==> config.mk <==
export PLATFORM = sky130hd
export DESIGN_NAME = uni_shift_register
export DESIGN_NICKNAME = d
export VERILOG_FILES = /design/src/rtl/uni_shift_pkg.sv /design/src/rtl/shift_frame_counter.sv /design/src/rtl/uni_shift_register.sv
export SDC_FILE = /design/constraint.sdc
export NUM_CORES = 1
export LEC_CHECK = 0
export ABC_AREA = 1
export CORE_AREA = 2 2 49 51
export CTS_CLUSTER_DIAMETER = 100
export DETAILED_ROUTE_END_ITERATION = 6
export DIE_AREA = 0 0 51 53
export PLACE_DENSITY = 0.77
export SYNTH_ARGS = -nofsm -noshare
export SYNTH_HDL_FRONTEND = slang
export SYNTH_SLANG_ARGS = --single-unit
==> constraint.sdc <==
create_clock -name clk -period 1.3 [get_ports clk]
set_clock_uncertainty 0.2 [all_clocks]
set_input_delay 0.325 -clock clk [delete_from_list [all_inputs] [get_ports clk]]
set_output_delay 0.325 -clock clk [all_outputs]
set_load 0.01 [all_outputs]
==> src/rtl/uni_shift_pkg.sv <==
// Shared types for the universal shift register: mode encoding and counter sizing.
package uni_shift_pkg;

    typedef enum logic [1:0] {
        MODE_HOLD = 2'b00,
        MODE_SHR  = 2'b01,
        MODE_SHL  = 2'b10,
        MODE_LOAD = 2'b11
    } shift_mode_t;

    // Counter must hold 0..WIDTH-1; sized for WIDTH+1 so it is at least one bit.
    function automatic int calc_cw(input int width);
        return $clog2(width + 1);
    endfunction

endpackage

==> src/rtl/shift_frame_counter.sv <==
// Counts shift edges and raises a registered one-cycle frame_done after every WIDTH-th shift.
// Clear and load restart the count; hold freezes it.
module shift_frame_counter
    import uni_shift_pkg::*;
#(
    parameter int WIDTH = 8,
    localparam int CW = calc_cw(WIDTH)
) (
    input  logic          clk,
    input  logic          rst,
    input  logic          clr,
    input  logic          shift_en,
    input  logic          load,
    output logic [CW-1:0] cnt,
    output logic          frame_done
);

    logic [CW-1:0] cnt_q, cnt_d;
    logic          frame_done_q, frame_done_d;

    always_comb begin
        cnt_d        = cnt_q;
        frame_done_d = 1'b0;
        if (clr || load) begin
            cnt_d = '0;
        end else if (shift_en) begin
            if (cnt_q == CW'(WIDTH - 1)) begin
                cnt_d        = '0;
                frame_done_d = 1'b1;
            end else begin
                cnt_d = cnt_q + CW'(1);
            end
        end
    end

    always_ff @(posedge clk or posedge rst) begin
        if (rst) begin
            cnt_q        <= '0;
            frame_done_q <= 1'b0;
        end else begin
            cnt_q        <= cnt_d;
            frame_done_q <= frame_done_d;
        end
    end

    assign cnt        = cnt_q;
    assign frame_done = frame_done_q;

endmodule

==> src/rtl/uni_shift_register.sv <==
// Parametrised universal shift register (hold / shift right / shift left / load) with frame counter.
// Optional rotate input enabled by macro UNI_SHIFT_ROTATE_EN.
module uni_shift_register
    import uni_shift_pkg::*;
#(
    parameter int               WIDTH     = 8,
    parameter logic [WIDTH-1:0] RESET_VAL = '0,
    localparam int              CW        = calc_cw(WIDTH)
) (
    input  logic             clk,
    input  logic             rst,
    input  logic             clr,
    input  logic [1:0]       mode,
    input  logic             sin_r,
    input  logic             sin_l,
`ifdef UNI_SHIFT_ROTATE_EN
    input  logic             rot,
`endif
    input  logic [WIDTH-1:0] pin,
    output logic [WIDTH-1:0] pout,
    output logic             sout_r,
    output logic             sout_l,
    output logic [CW-1:0]    cnt,
    output logic             frame_done
);

    shift_mode_t      mode_e;
    logic             rot_en;
    logic             shr_in, shl_in;
    logic             shift_en, load_en;
    logic [WIDTH-1:0] pout_q, pout_d;

    assign mode_e = shift_mode_t'(mode);

`ifdef UNI_SHIFT_ROTATE_EN
    assign rot_en = rot;
`else
    assign rot_en = 1'b0;
`endif

    // On rotate the departing bit re-enters at the opposite end.
    assign shr_in = rot_en ? pout_q[0]       : sin_r;
    assign shl_in = rot_en ? pout_q[WIDTH-1] : sin_l;

    assign shift_en = (mode_e == MODE_SHR) || (mode_e == MODE_SHL);
    assign load_en  = (mode_e == MODE_LOAD);

    always_comb begin
        pout_d = pout_q;
        if (clr) begin
            pout_d = RESET_VAL;
        end else begin
            unique case (mode_e)
                MODE_HOLD: pout_d = pout_q;
                MODE_SHR:  pout_d = {shr_in, pout_q[WIDTH-1:1]};
                MODE_SHL:  pout_d = {pout_q[WIDTH-2:0], shl_in};
                MODE_LOAD: pout_d = pin;
                default:   pout_d = pout_q;
            endcase
        end
    end

    always_ff @(posedge clk or posedge rst) begin
        if (rst) begin
            pout_q <= RESET_VAL;
        end else begin
            pout_q <= pout_d;
        end
    end

    shift_frame_counter #(
        .WIDTH(WIDTH)
    ) u_cnt (
        .clk       (clk),
        .rst       (rst),
        .clr       (clr),
        .shift_en  (shift_en),
        .load      (load_en),
        .cnt       (cnt),
        .frame_done(frame_done)
    );

    assign pout   = pout_q;
    assign sout_r = pout_q[0];
    assign sout_l = pout_q[WIDTH-1];

endmodule

==> tab_implementation.tex <==
\begin{tabular}{lr}
\hline
Metric & Value \\
\hline
\multicolumn{2}{l}{\textbf{Clocking}} \\
Longest Clk Path Bufs & 2 \\
Sinks on Clock Net & 13 \\
Maximum level of the CTS H-tree & 1 \\
Clock buffers created by TritonCTS & 3 \\
Clock tree from TritonCTS & done \\
Clock latency of the later-clocked register in the worst-skew pair & roughly 0.27 ns \\
Clock slew at reported path FFs & 0.08 ns \\
Hold buffer count at cts & 0 \\
Root buffer cell & sky130\_fd\_sc\_hd\_\_clkbuf\_4 \\
\multicolumn{2}{l}{\textbf{Floorplanning}} \\
Die height & about 53 um \\
Die Wd & between 50 and 60 um \\
Core region area & between 2000 and 2500 um\^{}2 \\
Initial Utilization & between 30\% and 40\% \\
I/O pin count & 30 \\
Full die area & around 2700 um\^{}2 \\
Number of cell rows & 17 \\
\multicolumn{2}{l}{\textbf{Critical path}} \\
Number of buffer and inverter stages on the critical path & 1 \\
Cell count of the worst reg-to-reg path & 7 \\
Reg-to-reg critical path startpoint & u\_cnt.cnt[1] \\
Crit path required time & just under 0.8 ns \\
Type of element launching the critical path & flop \\
Arr. time, crit path & a little over 0.8 ns \\
Critical-path cell list & buf\_2 \\
Reg-to-reg critical path endpoint & u\_cnt.cnt[3] \\
Crit path kind & reg2out \\
Critical path's largest stage delay & $\sim$0.40 ns \\
Cell class contributing the biggest share of worst-path delay & flip-flops \\
Cell type of the slowest stage on the worst timing path & sky130\_fd\_sc\_hd\_\_dfrtp\_1 \\
R2R setup slack & -0.02 ns \\
Endpoint type of the worst setup path & output pin \\
Maximum fanout encountered on the critical timing path & 2 \\
\multicolumn{2}{l}{\textbf{Synthesis}} \\
Top-count cell post-synth & sky130\_fd\_sc\_hd\_\_nand2\_1 \\
Total of flip-flops plus latches after synthesis & 13 \\
Synthesized area per cell & 7.45 um\^{}2 \\
Count of different cell masters after synthesis & 18 \\
Cell taking the most area after synthesis & sky130\_fd\_sc\_hd\_\_dfrtp\_1 \\
Number of warnings issued by yosys & 0 \\
Leading cell types by total area after synthesis & sky130\_fd\_sc\_hd\_\_dfrtp\_1 40\%, sky130\_fd\_sc\_hd\_\_nand2\_1 27\%, sky130\_fd\_sc\_hd\_\_nand3\_1 6.8\% \\
Syn\_nets & about 130 \\
Commonest cells post-synth & 57 x sky130\_fd\_sc\_hd\_\_nand2\_1, 13 x sky130\_fd\_sc\_hd\_\_dfrtp\_1, 11 x sky130\_fd\_sc\_hd\_\_nand3\_1, 5 x sky130\_fd\_sc\_hd\_\_inv\_1 \\
Synth Cell Area & between 800 and 900 um\^{}2 \\
Prevailing post-synth register cell & sky130\_fd\_sc\_hd\_\_dfrtp\_1 \\
Gate Count Post-Synth & roughly 110 \\
Sequential share of the synthesized area & 40.4\% \\
Post-synth ARST share & between 90\% and 100\% \\
Fraction of post-synthesis cell area in the top cell type by area & 40.4\% \\
Number of enable flip-flop cells after synthesis & 0 \\
\multicolumn{2}{l}{\textbf{Global route}} \\
Pin count of the biggest net entering global routing & 14 \\
Overflow left after global routing & 0 \\
Antenna violations before repair & 0 \\
GRT Total Usage & around 18\% \\
Global-route wire length before repair & between 3000 and 4000 um \\
Vias in the first global route & about 870 \\
\multicolumn{2}{l}{\textbf{Timing}} \\
Number of failing setup endpoints in the final timing report & 17 \\
Slew at the pin with the worst max-slew slack & between 0.3 and 0.4 ns \\
Final count of pins violating max slew & 0 \\
Final sum of negative setup slack & -0.329 ns \\
Hold Slack & 0.136 ns \\
Unrepaired setup endpoints after global routing & yes \\
Final Critical Period & roughly 1.3 ns \\
Final worst setup slack & -0.0356 ns \\
Hold violation count in the final report & 0 \\
Worst slew margin relative to its limit & 76.1\% \\
Highest clock rate & between 0.7 and 0.8 GHz \\
Share of the clock period used by the worst path & 103\% \\
\multicolumn{2}{l}{\textbf{Status}} \\
Status & finished with violations \\
Violations in the final reports & setup timing \\
\multicolumn{2}{l}{\textbf{Power}} \\
Leak Pwr & just over 0.7 nW \\
Maximum vdd ir drop & 462 uV \\
Power per cell area & 731 nW/um\^{}2 \\
\multicolumn{2}{l}{\textbf{Cells and area}} \\
Utilization of the core after routing & 62.1\% \\
Share of cells above drive strength 1 & a little under two fifths \\
Design area & about 1300 um\^{}2 \\
Fin cells & 190 \\
Total inserted antenna cells & 0 \\
Post-layout nets & 182 \\
Layout area overhead & 65.8\% \\
\multicolumn{2}{l}{\textbf{Route}} \\
Drc violations & 0 \\
Detail Route met3 WL & 136 um \\
Post-Route WL & around 2200 um \\
Average wire length per cell after detail routing & 11.6 um \\
1st-iter DRT viols & 10 \\
DR WL met2 & between 1000 and 1500 um \\
Via/cell ratio & 4.62 \\
Post-route met1 wirelength & between 800 and 900 um \\
Highest routed metal layer & met4 \\
Number of nets with antenna violations after detailed routing & 0 \\
Count of vias placed by the detailed router & $\sim$880 \\
Number of detailed-routing iterations run before antenna repair & 4 \\
\multicolumn{2}{l}{\textbf{Placement}} \\
Area after DPL & roughly 1200 um\^{}2 \\
DP Wirelength & 1520 um \\
Count of port buffers added during placement & 29 \\
Total placed cells including tap cells & about 180 \\
RD Place Congestion & $\sim$0.86 \\
\multicolumn{2}{l}{\textbf{Flow run}} \\
Max-cap violations & 0 \\
\multicolumn{2}{l}{\textbf{Hold path}} \\
Class of the tightest hold or removal check & in2async \\
\hline
\end{tabular}
[layer usage]
layer	global-route usage (%)	vias to the layer above
met5	0	-
met3	2.82	2
met4	8.11	0
li1	-	443
met2	36.1	27
met1	19.0	405
[area by class of cell]
class / count / area (um^2)
sequential: 13 / 325
clock buffer: 4 / 26.3
timing repair buffer: 54 / 419
fill: 191 / 815
inverter: 6 / 22.5
multi-input combinational: 85 / 505
tap: 28 / 35.0
[power breakdown]
group / total (mW) / switching [mW] / internal (mW)
registers: 0.433 / 0.0108 / 0.422
clock network: 0.247 / 0.128 / 0.119
logic: 0.295 / 0.142 / 0.153
[sequential cells by signal, summed over array words and instances, names as in the netlist]
| signal | count |
|---|---|
| u_cnt.frame_done | 1 |
| pout | 8 |
| u_cnt.cnt | 4 |
[layout by cell type, fill, tap and decap left out, types with 3 or more instances in the layout]
master / n
sky130_fd_sc_hd__nand3_1: 10
sky130_fd_sc_hd__buf_2: 14
sky130_fd_sc_hd__buf_6: 5
sky130_fd_sc_hd__clkdlybuf4s50_1: 11
sky130_fd_sc_hd__buf_4: 20
sky130_fd_sc_hd__clkbuf_4: 3
sky130_fd_sc_hd__dfrtp_1: 13
sky130_fd_sc_hd__ha_4: 4
sky130_fd_sc_hd__nand2_1: 56
sky130_fd_sc_hd__inv_1: 4
sky130_fd_sc_hd__nor2_2: 3
[cells by family after synthesis]
logic type / after synthesis / synth area share (%)
adders and majority gates: 4 / 6.22
and+or+nand+nor: 79 / 45.1
buffers and inverters: 10 / 6.69
AOI/OAI and AO/OA: 2 / 1.55
DFF: 13 / 40.4
[worst max path at each step]
stage                            start           end  cells past startpoint
after floorplan                mode[0]  u_cnt.cnt[3]                      7
after CTS                      pout[0]       pout[0]                      1
after global routing      u_cnt.cnt[1]  u_cnt.cnt[3]                      7
final                          pout[3]       pout[3]                      1
after global placement         mode[0]       pout[2]                      8
after detailed placement       mode[0]       pout[4]                      8
[timing repair]
action / CTS / global route
buffers inserted: 4 / 4
gates resized for setup: 79 / 12
pin swaps: 7 / 5
gates cloned: 0 / 0
setup endpoints to repair: 28 / 26
[through the flow]
stage / power (mW) / worst slack [ns]
2_1_floorplan: 0.564 / 0.00403
3_3_place_gp: 0.699 / -0.580
3_5_place_dp: 0.703 / -0.622
4_1_cts: 0.964 / -0.0559
5_1_grt: 1.04 / -0.0883
6_report: 0.975 / -0.0356
(Power assumes the default switching activity.)
